==> src/rtl/i2c_slave.sv <==
// I2C target (responder). Oversamples SCL/SDA on clk, detects START/STOP,
// matches a 7-bit address, delivers write bytes to the core and fetches read
// bytes through a tx_req/tx_data handshake. SDA is open-drain only.
//
// Ports:
//   clk       system clock, at least 8x SCL
//   res       synchronous active-low reset
//   scl_in    raw SCL pin level (asynchronous)
//   sda_in    raw SDA pin level (asynchronous)
//   sda_oe    1 = pull SDA low, 0 = release
//   rx_data   last received write byte
//   rx_valid  one-cycle strobe for rx_data
//   rx_first  with rx_valid, marks the first data byte after the address
//   tx_req    one-cycle request for the next read byte
//   tx_data   read byte, sampled at the SCL fall after tx_req
//   busy      high from address match until the next STOP or START
module i2c_slave #(
  parameter logic [6:0] SLAVE_ADDR = 7'h3e
) (
  input  logic       clk,
  input  logic       res,
  input  logic       scl_in,
  input  logic       sda_in,
  output logic       sda_oe,
  output logic [7:0] rx_data,
  output logic       rx_valid,
  output logic       rx_first,
  output logic       tx_req,
  input  logic [7:0] tx_data,
  output logic       busy
);

  typedef enum logic [2:0] {
    StIdle, StAddr, StAddrAck, StWrite, StWriteAck, StRead, StMack, StIgnore
  } state_e;

  // [1:0] two-flop synchronizer, [2] history flop
  logic [2:0] scl_q, sda_q;
  logic       scl_s, sda_s, scl_rise, scl_fall, start, stop;

  state_e     state_q, state_d;
  logic [3:0] cnt_q, cnt_d;
  logic [7:0] sr_q, sr_d;
  logic       rw_q, rw_d;
  logic       ack_q, ack_d;
  logic       first_q, first_d;
  logic       sda_oe_q, sda_oe_d;
  logic [7:0] rx_data_q, rx_data_d;
  logic       rx_valid_q, rx_valid_d;
  logic       rx_first_q, rx_first_d;
  logic       tx_req_q, tx_req_d;
  logic       busy_q, busy_d;

  assign scl_s    = scl_q[1];
  assign sda_s    = sda_q[1];
  assign scl_rise = scl_s & ~scl_q[2];
  assign scl_fall = ~scl_s & scl_q[2];
  assign start    = scl_s & ~sda_s & sda_q[2];
  assign stop     = scl_s & sda_s & ~sda_q[2];

  always_comb begin
    state_d    = state_q;
    cnt_d      = cnt_q;
    sr_d       = sr_q;
    rw_d       = rw_q;
    ack_d      = ack_q;
    first_d    = first_q;
    sda_oe_d   = sda_oe_q;
    rx_data_d  = rx_data_q;
    rx_valid_d = 1'b0;
    rx_first_d = 1'b0;
    tx_req_d   = 1'b0;
    busy_d     = busy_q;

    if (start) begin
      state_d  = StAddr;
      cnt_d    = 4'd0;
      sda_oe_d = 1'b0;
      busy_d   = 1'b0;
    end else if (stop) begin
      state_d  = StIdle;
      cnt_d    = 4'd0;
      sda_oe_d = 1'b0;
      busy_d   = 1'b0;
    end else begin
      case (state_q)
        StIdle: ;
        StAddr: begin
          if (scl_rise) begin
            sr_d  = {sr_q[6:0], sda_s};
            cnt_d = cnt_q + 4'd1;
            if (cnt_q == 4'd7) begin
              rw_d = sda_s;
              if (sr_q[6:0] != SLAVE_ADDR) state_d = StIgnore;
            end
          end else if (scl_fall && cnt_q == 4'd8) begin
            // Only a matching address survives to the 8th fall
            state_d  = StAddrAck;
            sda_oe_d = 1'b1;
            busy_d   = 1'b1;
          end
        end
        StAddrAck: begin
          if (scl_rise && rw_q) begin
            tx_req_d = 1'b1;
          end else if (scl_fall) begin
            if (rw_q) begin
              // Bit 7 goes out on this fall, so one bit is already counted
              sr_d     = {tx_data[6:0], 1'b0};
              sda_oe_d = ~tx_data[7];
              cnt_d    = 4'd1;
              state_d  = StRead;
            end else begin
              sda_oe_d = 1'b0;
              cnt_d    = 4'd0;
              first_d  = 1'b1;
              state_d  = StWrite;
            end
          end
        end
        StWrite: begin
          if (scl_rise) begin
            sr_d  = {sr_q[6:0], sda_s};
            cnt_d = cnt_q + 4'd1;
            if (cnt_q == 4'd7) begin
              rx_data_d  = {sr_q[6:0], sda_s};
              rx_valid_d = 1'b1;
              rx_first_d = first_q;
              first_d    = 1'b0;
            end
          end else if (scl_fall && cnt_q == 4'd8) begin
            sda_oe_d = 1'b1;
            cnt_d    = 4'd0;
            state_d  = StWriteAck;
          end
        end
        StWriteAck: begin
          if (scl_fall) begin
            sda_oe_d = 1'b0;
            cnt_d    = 4'd0;
            state_d  = StWrite;
          end
        end
        StRead: begin
          if (scl_fall) begin
            if (cnt_q == 4'd8) begin
              sda_oe_d = 1'b0;
              cnt_d    = 4'd0;
              ack_d    = 1'b0;
              state_d  = StMack;
            end else begin
              sda_oe_d = ~sr_q[7];
              sr_d     = {sr_q[6:0], 1'b0};
              cnt_d    = cnt_q + 4'd1;
            end
          end
        end
        StMack: begin
          if (scl_rise) begin
            if (!sda_s) begin
              tx_req_d = 1'b1;
              ack_d    = 1'b1;
            end else begin
              state_d = StIgnore;
            end
          end else if (scl_fall && ack_q) begin
            sr_d     = {tx_data[6:0], 1'b0};
            sda_oe_d = ~tx_data[7];
            cnt_d    = 4'd1;
            state_d  = StRead;
          end
        end
        StIgnore: sda_oe_d = 1'b0;
        default:  state_d = StIdle;
      endcase
    end
  end

  always_ff @(posedge clk) begin
    if (!res) begin
      scl_q      <= 3'b111;
      sda_q      <= 3'b111;
      state_q    <= StIdle;
      cnt_q      <= 4'd0;
      sr_q       <= 8'h00;
      rw_q       <= 1'b0;
      ack_q      <= 1'b0;
      first_q    <= 1'b0;
      sda_oe_q   <= 1'b0;
      rx_data_q  <= 8'h00;
      rx_valid_q <= 1'b0;
      rx_first_q <= 1'b0;
      tx_req_q   <= 1'b0;
      busy_q     <= 1'b0;
    end else begin
      scl_q      <= {scl_q[1:0], scl_in};
      sda_q      <= {sda_q[1:0], sda_in};
      state_q    <= state_d;
      cnt_q      <= cnt_d;
      sr_q       <= sr_d;
      rw_q       <= rw_d;
      ack_q      <= ack_d;
      first_q    <= first_d;
      sda_oe_q   <= sda_oe_d;
      rx_data_q  <= rx_data_d;
      rx_valid_q <= rx_valid_d;
      rx_first_q <= rx_first_d;
      tx_req_q   <= tx_req_d;
      busy_q     <= busy_d;
    end
  end

  assign sda_oe   = sda_oe_q;
  assign rx_data  = rx_data_q;
  assign rx_valid = rx_valid_q;
  assign rx_first = rx_first_q;
  assign tx_req   = tx_req_q;
  assign busy     = busy_q;

endmodule

==> config.mk <==
export PLATFORM = sky130hd
export DESIGN_NAME = i2c_slave
export DESIGN_NICKNAME = d
export VERILOG_FILES = /design/src/rtl/i2c_slave.sv
export SDC_FILE = /design/constraint.sdc
export NUM_CORES = 1
export LEC_CHECK = 0
export BUFFER_PORTS_ARGS = -buffer_cell sky130_fd_sc_hd__buf_2
export CAP_MARGIN = 10
export CORE_MARGIN = 1.5
export CORE_UTILIZATION = 61
export CTS_CLUSTER_SIZE = 25
export DETAILED_ROUTE_END_ITERATION = 8
export GPL_TIMING_DRIVEN = 1
export PLACE_DENSITY = 0.84
export SLEW_MARGIN = 30
export SYNTH_ARGS = -nofsm -noshare
export SYNTH_HDL_FRONTEND = slang
export SYNTH_SLANG_ARGS = --single-unit
==> constraint.sdc <==
create_clock -name clk -period 3.51 [get_ports clk]
set_clock_uncertainty 0.15 [all_clocks]
set_input_delay 0.351 -clock clk [delete_from_list [all_inputs] [get_ports clk]]
set_output_delay 0.351 -clock clk [all_outputs]
set_load 0.005 [all_outputs]
=== Word level (Yosys, flattened, before mapping) ===
Index checks and enable logic that the tools add are counted.

* Multiplexer cells: 66
* Reductions and logical operators: 23
* Equal/unequal tests: 48
* Bitwise gates (word level): 18
* Add/subtract/negate cells: 1

{| class="wikitable"
|+ Operator list
! cell !! number
|-
| 8-bit 2-to-1 mux || 8
|-
| 3-bit 2-to-1 mux || 15
|-
| 4-bit 2-to-1 mux || 10
|-
| 2-bit != test, second input constant || 18
|-
| 8-bit one-hot mux with 4 select lines || 1
|-
| 4-bit != test, second input constant || 7
|-
| 1-bit 2-to-1 mux || 26
|-
| 13-bit AND reduction || 2
|-
| 5-bit != test, second input constant || 5
|-
| 4-bit one-hot mux with 6 select lines || 1
|-
| 3-bit != test, second input constant || 6
|-
| 3-bit one-hot mux with 6 select lines || 1
|-
| 9-bit AND reduction || 2
|-
| 3-bit equality test, second input constant || 4
|-
| 1-bit inverter || 12
|-
| 6-bit nonzero test || 2
|-
| 11-bit AND reduction || 1
|-
| 5-bit AND reduction || 2
|-
| 8-bit AND reduction || 1
|-
| 8-bit nonzero test || 1
|-
| 7-bit by 6-bit != test with 1-bit output, second input constant || 1
|-
| 7-bit AND reduction || 1
|-
| 1-bit bitwise AND || 6
|-
| 3-bit by 2-bit equality test with 1-bit output, second input constant || 2
|-
| other kinds (15) || 21
|}

* Output and inout bits: 13
* Register bits after elaboration: 37
* Word-level logic and storage cells: 171

=== Logic depth before layout (Yosys ltp) ===
Gate-level depths: netlist (run 1).

* Word-level depth: 8
* Gate-level depth with buffers: 8
* Gate-level depth less buffers: 8

=== Least setup slack after synthesis (run 1) ===
Ideal clock, no wire load.

* Path kind: reg-to-reg
* Start: reg cnt_q[0]
* End: reg cnt_q[3]
* Data required time: 3,289 ps
* Data arrival time: 1,923 ps
* Buffers on the path: 0
* Cell stages (with the launch flop): 9
* Path slack: 1,366 ps
* Cells stage by stage: dfxtp_1 > inv_1 > ha_1 > nand3b_2 > nor2_1 > a211oi_1 > or3_4 > or4_1 > a21oi_1

* Longest elaborated chain between the ends: 4
* Elaborated cells between the ends (all ways): 10
* Those cells by class: add/sub: 1; eq/ne: 2; mux: 5; reduce/logical: 2

{| class="wikitable"
|+ Ends and longest elaborated chain
! item !! line !! text
|-
| from (decl) || 42 || <nowiki>logic [3:0] cnt_q, cnt_d;</nowiki>
|-
| from (signal assigned) || 199 || <nowiki>cnt_q <= cnt_d;</nowiki>
|-
| 4-bit by 1-bit adder with 4-bit output or 4-bit equality test (tied branches) || -- ||
|-
| 4-bit 2-to-1 mux or 1-bit logical AND (tied branches) || 146, 131 ||
|-
| 4-bit 2-to-1 mux or 3-bit != test (tied branches) || -- ||
|-
| 4-bit one-hot mux with 6 select lines or 9-bit AND reduction (tied branches) || -- ||
|}

Parallel ways exist; a longest one is shown, timed or not. The select of a mux whose other input is x is not followed.
A chain may end at the register's enable or synchronous reset.

=== Worst setup path in the final report (run 1) ===
* Start: reg state_q[1]
* End: reg sr_q[6]

* Longest elaborated chain between the ends: 4
* Elaborated cells between the ends (all ways): 17
* Those cells by class: eq/ne: 13; mux: 1; reduce/logical: 3

{| class="wikitable"
|+ Ends and longest elaborated chain
! item !! line !! text
|-
| from (decl) || 41 || <nowiki>state_e state_q, state_d;</nowiki>
|-
| from (signal assigned) || 183 || <nowiki>state_q <= StIdle;</nowiki>
|-
| from (signal assigned) || 198 || <nowiki>state_q <= state_d;</nowiki>
|-
| 3-bit by 2-bit equality test with 1-bit output or 3-bit by 1-bit equality test with 1-bit output (tied branches) || 86 || <nowiki>case (state_q)</nowiki>
|-
| 2-bit OR reduction (no line) || -- ||
|-
| 2-bit by 1-bit != test with 1-bit output (no line) or 4-bit nonzero test (tied branches) || -- ||
|-
| 11-bit AND reduction (no line) || -- ||
|-
| to (signal assigned) || 200 || <nowiki>sr_q <= sr_d;</nowiki>
|-
| to (decl) || 43 || <nowiki>logic [7:0] sr_q, sr_d;</nowiki>
|}

Parallel ways exist; a longest one is shown, timed or not.

==> results.yml, run 1 <==
power:
  power.static_leakage_nw: 0.892
  p_clk_share_pct: 35.1
  p_comb_share_pct: 14.0
  switching_share_pct: 27.0
  vdd_drop_max_uv: 327
  internal_power_mw: 0.649
  p_sw_mw: 0.241
  p_seq_share_pct: 50.8
  powerDensity_nw_per_um2: 411
run_status:
  status: "finished clean"
logic_synthesis:
  yosys.area.top_type: "dfxtp_1"
  async_flop_share_pct: 0
  ys.warnings.count: 0
  synthFlopType: "dfxtp_1"
  synth_fp_nets: 243
  syn_area_per_cell_um2: 8.63
  synthDistinctLibCells: 51
  synth.area.top_cells: "dfxtp_1, mux2i_1, nor2_1"
  synth_top_area_share_pct: 37.5
  yosys_register_bits: 37
  syn-cell-area_um2: 1980
  netlist_instances: 229
  seq_area_frac_synth_pct: 37.5
  synth_edf_count: 0
floorplanning:
  die_w_um: 59.9
  rows: 20
  floorplan.die_area_um2: 3590
  start_util_pct: 64.7
  core_um2: 3050
  die_h_um: 59.9
  ios: 25
worst_hold_path:
  hp-class: "primary input to flop"
  whs_path_depth: 2
flow_run:
  max-cap-violations: 0
worst_setup_path:
  reg2reg_to: "sr_q[6]"
  start_kind: "flop"
  crit_arrival_ns: 2.87
  reg2reg_depth: 5
  path_cells: "nor2b_1 > o21ai_1 > a2111oi_4 > nor2_1 > a211oi_1"
  cp_max_fo: 25
  critical_path_buf_inv_count: 0
  endpoint: "sr_q[6]"
  crit_family: "compound AO/OA/AOI/OAI gates"
  crit_path_end_kind: "flop"
  cp.required_ns: 3.62
  startpoint: "state_q[1]"
  max_stage_delay_ns: 0.88
  crit_type: "flop to flop"
  timing.rr.start: "state_q[1]"
  cpMaxStageDelayCell: "dfxtp_1"
  r2r_slack_ns: 0.75
  critical_path_depth: 5
final_layout:
  final_layout_size_suffix_gt1_share_pct: 15.7
  nFillCells: 260
  diodes: 0
  final_nets: 261
  area_growth_pct: 9.50
placement:
  gp_congestion: 0.906
  place_ws_ns: 0.841
  dp_hpwl_mm: 3.03
  numPortBuffers: 24
cts:
  h-tree-depth: 2
  cts_tree: "yes"
  cts_setup_buffers: 0
  clock_sinks: 37
  clk_latency_ns: 0.35
  clk_pin_slew_ns: 0.11
  cts_hold_buf: 0
  cts-root-buf: "clkbuf_4"
  cts_buffers: 5
  clockBufferDepth: 2
  cts_resized: 0
sta:
  finalCriticalPeriod_ns: 2.76
  fin_hold_ws_ns: 0.0219
  slew_headroom_pct: 44.8
  fin_tns_setup_ns: 0
  grt_setup_unrepaired: "false"
  timing_hold_violations_final: 0
  finalSetupViolations: 0
  tightest_slew_ns: 0.827
  slew_viol_final: 0
  max_freq_mhz: 363
  period_share_pct: 78.6
  setup_ws_ns: 0.752
global_routing:
  antenna_found_initial: 0
  grt_pass1_vias: 1524
  grt_pass1_wl_mm: 6.91
  track_usage_pct: 26.1
  overflow: 0
  grt_max_degree: 26
drt:
  drt_wl_total_mm: 4.21
  drt_iter0_markers: 107
  ant_nets: 0
  route.detailed.drc: 0
  firstDrtPassIters: 4
  viasPerCell: 5.77
  vias: 1686
  wire_per_inst_um: 14.4
-- per-layer routing --
metal | global-route usage (%) | part of all wire [%] | wire length (um) | vias to the layer above
li1 | - | - | - | 861
met1 | 37.0 | 48 | 2010 | 748
met2 | 37.1 | 44 | 1840 | 68
met3 | 8.01 | 6.9 | 292 | 9
met4 | 9.52 | 1.6 | 67 | 0
met5 | 0 | 0 | 0 | -
-- layout make-up --
class / instances / area [um2] / area share, %
multi-input cells: 168 / 1120 / 51.6
well taps: 44 / 55.1 / 2.54
repair buffers: 24 / 120 / 5.55
clock inverters: 2 / 37.5 / 1.74
inverters: 11 / 41.3 / 1.91
clock buffers: 6 / 51.3 / 2.37
flip-flops and latches: 37 / 741 / 34.2
-- state kept, by name (all words and copies together) (netlist names) --
signal    cells
first_q       1
rw_q          1
scl_q         3
rx_data       8
state_q       3
tx_req        1
ack_q         1
sda_q         3
sr_q          8
rx_first      1
sda_oe        1
cnt_q         4
busy          1
rx_valid      1
-- cells in the final DEF (no fill, tap or decap), drive strengths merged, types with 2 or more instances in the layout --
cell / count
dfxtp: 37
nor2: 34
buf: 24
mux2i: 19
a21oi: 14
nand2: 13
a211oi: 12
nand2b: 12
o21ai: 10
inv: 9
clkbuf: 6
nor3: 5
nor2b: 4
nand3: 4
a2111oi: 4
a311oi: 3
nand3b: 3
a31oi: 3
clkinv: 2
o311a: 2
o22ai: 2
nand4: 2
ha: 2
-- synth_stat cells, types with 2 or more instances --
master / instances
a2111oi_0: 3
a211oi_1: 12
a21oi_1: 14
a311oi_1: 3
a31oi_1: 2
buf_6: 3
clkbuf_1: 8
clkinv_1: 2
dfxtp_1: 37
ha_1: 2
inv_1: 9
mux2i_1: 19
nand2_1: 12
nand2b_1: 11
nand3_1: 4
nand3b_1: 2
nand4_1: 2
nor2_1: 34
nor2b_1: 4
nor3_1: 5
o21ai_0: 9
o22ai_1: 2
o311a_1: 2
-- power groups by stage --
stage | logic (mW) | clock network, mW | registers, mW
after floorplan | 0.113 | 0 | 0.445
after global placement | 0.123 | 0 | 0.461
after detailed placement | 0.124 | 0 | 0.461
after CTS | 0.124 | 0.316 | 0.452
after global routing | 0.140 | 0.336 | 0.455
final | 0.125 | 0.313 | 0.452
-- per-stage QoR --
step | util, % | total power, mW | area, um2 | instances
2_1_floorplan | - | 0.558 | 1980 | 229
3_3_place_gp | 68.0 | 0.584 | 2070 | 284
3_5_place_dp | 68.0 | 0.585 | 2070 | 284
4_1_cts | 70.9 | 0.892 | 2160 | 292
5_1_grt | 70.9 | 0.931 | 2160 | 292
6_report | 70.9 | 0.890 | 2160 | 292
-- cells by family after synthesis --
family	Yosys count	share of synthesized area [%]
AO/OA/AOI/OAI	60	22.6
adder cells (fa/ha/maj)	2	1.27
AND/OR/NAND/NOR	86	22.6
buffers and inverters	24	5.95
XOR/XNOR	1	0.443
flip-flops	37	37.5
multiplexers	19	9.63
-- worst min-delay path by stage --
| stage | startpoint | endpoint | slack (ns) |
|---|---|---|---|
| 3_3_place_gp | sda_q[0] | sda_q[1] | 0.24 |
| 3_5_place_dp | scl_q[0] | scl_q[1] | 0.25 |
| 2_1_floorplan | scl_q[0] | scl_q[1] | 0.24 |
| 4_1_cts | scl_in | scl_q[0] | 0.02 |
| 5_1_grt | sda_in | sda_q[0] | 0.01 |
| 6_report | sda_in | sda_q[0] | 0.02 |
(Power assumes the default switching activity.)
==> inputs of run 2 (changes only) <==
--- a/config.mk
+++ b/config.mk
@@ -5,14 +5,15 @@
 export SDC_FILE = /design/constraint.sdc
 export NUM_CORES = 1
 export LEC_CHECK = 0
+export ABC_AREA = 1
 export BUFFER_PORTS_ARGS = -buffer_cell sky130_fd_sc_hd__buf_2
 export CAP_MARGIN = 10
 export CORE_MARGIN = 1.5
-export CORE_UTILIZATION = 61
+export CORE_UTILIZATION = 51
 export CTS_CLUSTER_SIZE = 25
 export DETAILED_ROUTE_END_ITERATION = 8
 export GPL_TIMING_DRIVEN = 1
-export PLACE_DENSITY = 0.84
+export PLACE_DENSITY = 0.75
 export SLEW_MARGIN = 30
 export SYNTH_ARGS = -nofsm -noshare
 export SYNTH_HDL_FRONTEND = slang
==> constraint.sdc (replaced) <==
create_clock -name clk -period 2.5 [get_ports clk]
set_clock_uncertainty 0.15 [all_clocks]
set_input_delay 0.25 -clock clk [delete_from_list [all_inputs] [get_ports clk]]
set_output_delay 0.25 -clock clk [all_outputs]
set_load 0.005 [all_outputs]
==> run 2 against run 1 <==
  * Sequential share of layout area fell by 0.72 points
  * Final cell count up 23%
  * Synthesized cell count is 23% higher
  * Die area up 18%
  * Setup slack got worse by 0.27 ns
  * Sequential power is 75% higher
  * Non-clock buffer count is 2 higher
  * Maximum frequency up 36%
  * Wire length grew 3.7%
  * Global-route usage shrank 2.1 points
  * Power rose by 120%
  * Synthesized area decreased by 0.57%
  * Largest power group unchanged
==> results.yml, run 2 <==
drt:
  drt_iter0_markers: 158
  wire_per_inst_um: 12.2
  viasPerCell: 5.21
  firstDrtPassIters: 4
  vias: 1869
  drt_wl_total_mm: 4.37
  route.detailed.drc: 0
  ant_nets: 0
placement:
  dp_cells: 349
  numPortBuffers: 24
  dp_hpwl_mm: 3.27
  post_dp_cell_area_um2: 2110
  gp_congestion: 0.930
logic_synthesis:
  netlist_instances: 282
  ys.warnings.count: 0
  yosys.area.top_type: "dfxtp_1"
  synth_fp_nets: 296
  async_flop_share_pct: 0
  synth_edf_count: 0
  syn-cell-area_um2: 1960
  synth.area.top_cells: "dfxtp_1, nand2_1, nor2_1"
  yosys.cell_count.top_type: "nand2_1"
  synth_top_area_share_pct: 37.7
  yosys_register_bits: 37
  synthFlopType: "dfxtp_1"
  synthTopCellsByCount: "nand2_1, nor2_1, dfxtp_1"
  seq_area_frac_synth_pct: 37.7
  syn_area_per_cell_um2: 6.97
  synthDistinctLibCells: 34
sta:
  timing_hold_violations_final: 0
  period_share_pct: 80.8
  finalCriticalPeriod_ns: 2.02
  slew_headroom_pct: 64.5
  finalSetupViolations: 0
  slew_viol_final: 0
  grt_setup_unrepaired: "false"
  max_freq_mhz: 495
  fin_tns_setup_ns: 0
  tightest_slew_ns: 0.530
worst_hold_path:
  hp-class: "primary input to flop"
cts:
  clk_latency_ns: 0.29
  h-tree-depth: 2
  cts-root-buf: "clkbuf_8"
  clk_pin_slew_ns: 0.07
  clockBufferDepth: 2
  cts_tree: "yes"
  cts_resized: 0
  cts_setup_buffers: 0
  cts_buffers: 5
  clock_sinks: 37
flow_run:
  max-cap-violations: 0
worst_setup_path:
  start_kind: "flop"
  crit_arrival_ns: 2.06
  crit_family: "simple AND/OR/NAND/NOR gates"
  path_cells: "nand3_1 > nor3_1 > inv_1 > nor2_2 > inv_1 > nor2_1 > nor2_1"
  crit_path_end_kind: "flop"
  cp.required_ns: 2.54
  critical_path_buf_inv_count: 2
  cp_max_fo: 16
  max_stage_delay_ns: 0.55
  crit_type: "flop to flop"
  cpMaxStageDelayCell: "dfxtp_1"
floorplanning:
  rows: 22
  die_w_um: 65.1
  core_um2: 3690
  start_util_pct: 53.3
  die_h_um: 65.1
  floorplan.die_area_um2: 4230
  ios: 25
run_status:
  status: "finished clean"
final_layout:
  design_area_um2: 2210
  finalNonFillerCells: 359
  diodes: 0
  mostFrequentLayoutCells: "nand2_1, nor2_1, dfxtp_1"
  fin_util_pct: 59.9
  area_growth_pct: 12.5
  final_common_cell: "nand2_1"
  nFillCells: 357
  final_layout_size_suffix_gt1_share_pct: 19.6
  final_nets: 324
power:
  vdd_drop_max_uv: 523
  total_power_mw: 1.97
  power.static_leakage_nw: 1.05
  powerDensity_nw_per_um2: 892
global_routing:
  grt_max_degree: 24
  antenna_found_initial: 0
  track_usage_pct: 24.0
  grt_pass1_wl_mm: 7.85
  grt_pass1_vias: 1769
  overflow: 0
-- run 2: cell count changes in the layout (fill, tap and decap cells not counted), moves of 6 or more --
cell	delta
a211oi_1	-11
nand2b_1	-11
nor2_1	+9
inv_1	+15
nor4_1	+8
o21ai_1	+12
nand3_1	+10
mux2i_1	-19
nand2_1	+45
o21ai_0	+12
or2_2	+6
-- run 2: what timing repair did --
item | 4_1_cts | 5_1_grt
hold buffers | 2 | 0
endpoints found under the hold margin | 2 | 0
endpoints found under the setup margin | 0 | 0
-- run 2: power breakdown --
part / internal [mW] / switching, mW / leakage, nW
sequential: 0.693 / 0.100 / 0.302
combinational: 0.261 / 0.513 / 0.706
clock: 0.193 / 0.209 / 0.0450
-- run 2: per-stage QoR --
step	hold slack (ns)	setup slack, ns
3_5_place_dp	0.252	0.468
3_3_place_gp	0.243	0.486
4_1_cts	0.153	0.462
5_1_grt	0.194	0.229
2_1_floorplan	0.207	0.821
6_report	0.152	0.479
-- run 2: path summary, 6_finish.rpt --
path	start	slack, ns	endpoint	cells past startpoint
max reg2reg	state_q[1]	0.48	rx_data[1]	7
min	tx_data[3]	0.15	sr_q[4]	5
max	state_q[1]	0.48	rx_data[1]	7
min reg2reg	sda_q[0]	0.27	sda_q[1]	1
-- run 2: cell families (layout without fill, tap and decap cells) --
kind of cell / Yosys count / after routing / share of synthesized area, %
DFF: 37 / 37 / 37.7
AOI/OAI and AO/OA: 53 / 53 / 13.9
xor gates and xnor gates: 1 / 1 / 0.446
and+or+nand+nor: 154 / 154 / 38.7
adders and majority gates: 2 / 2 / 1.27
buffers and inverters: 35 / 64 / 8.03
-- run 2: cell type report --
type                       count  area (um2)  area share [%]
multi-input combinational    210        1070            48.2
sequential                    37         741            33.5
timing repair buffer          26         140            6.34
inverter                      30         120            5.44
clock buffer                   6        72.6            3.28
tap                           48        60.1            2.72
clock inverter                 2        10.0           0.453
-- run 2: per-layer routing --
metal / global-route usage, % / part of all wire, %
met4: 10.9 / 2.4
met5: 0 / 0
met2: 37.9 / 47
met1: 31.2 / 46
met3: 5.56 / 4.4
-- run 2: worst register-to-register path, stage by stage (launching register included) --
cell and delay [ns]:
dfxtp_1 0.55, nand3_1 0.20, nor3_1 0.16, inv_1 0.08, nor2_2 0.39, inv_1 0.19
nor2_1 0.13, nor2_1 0.05
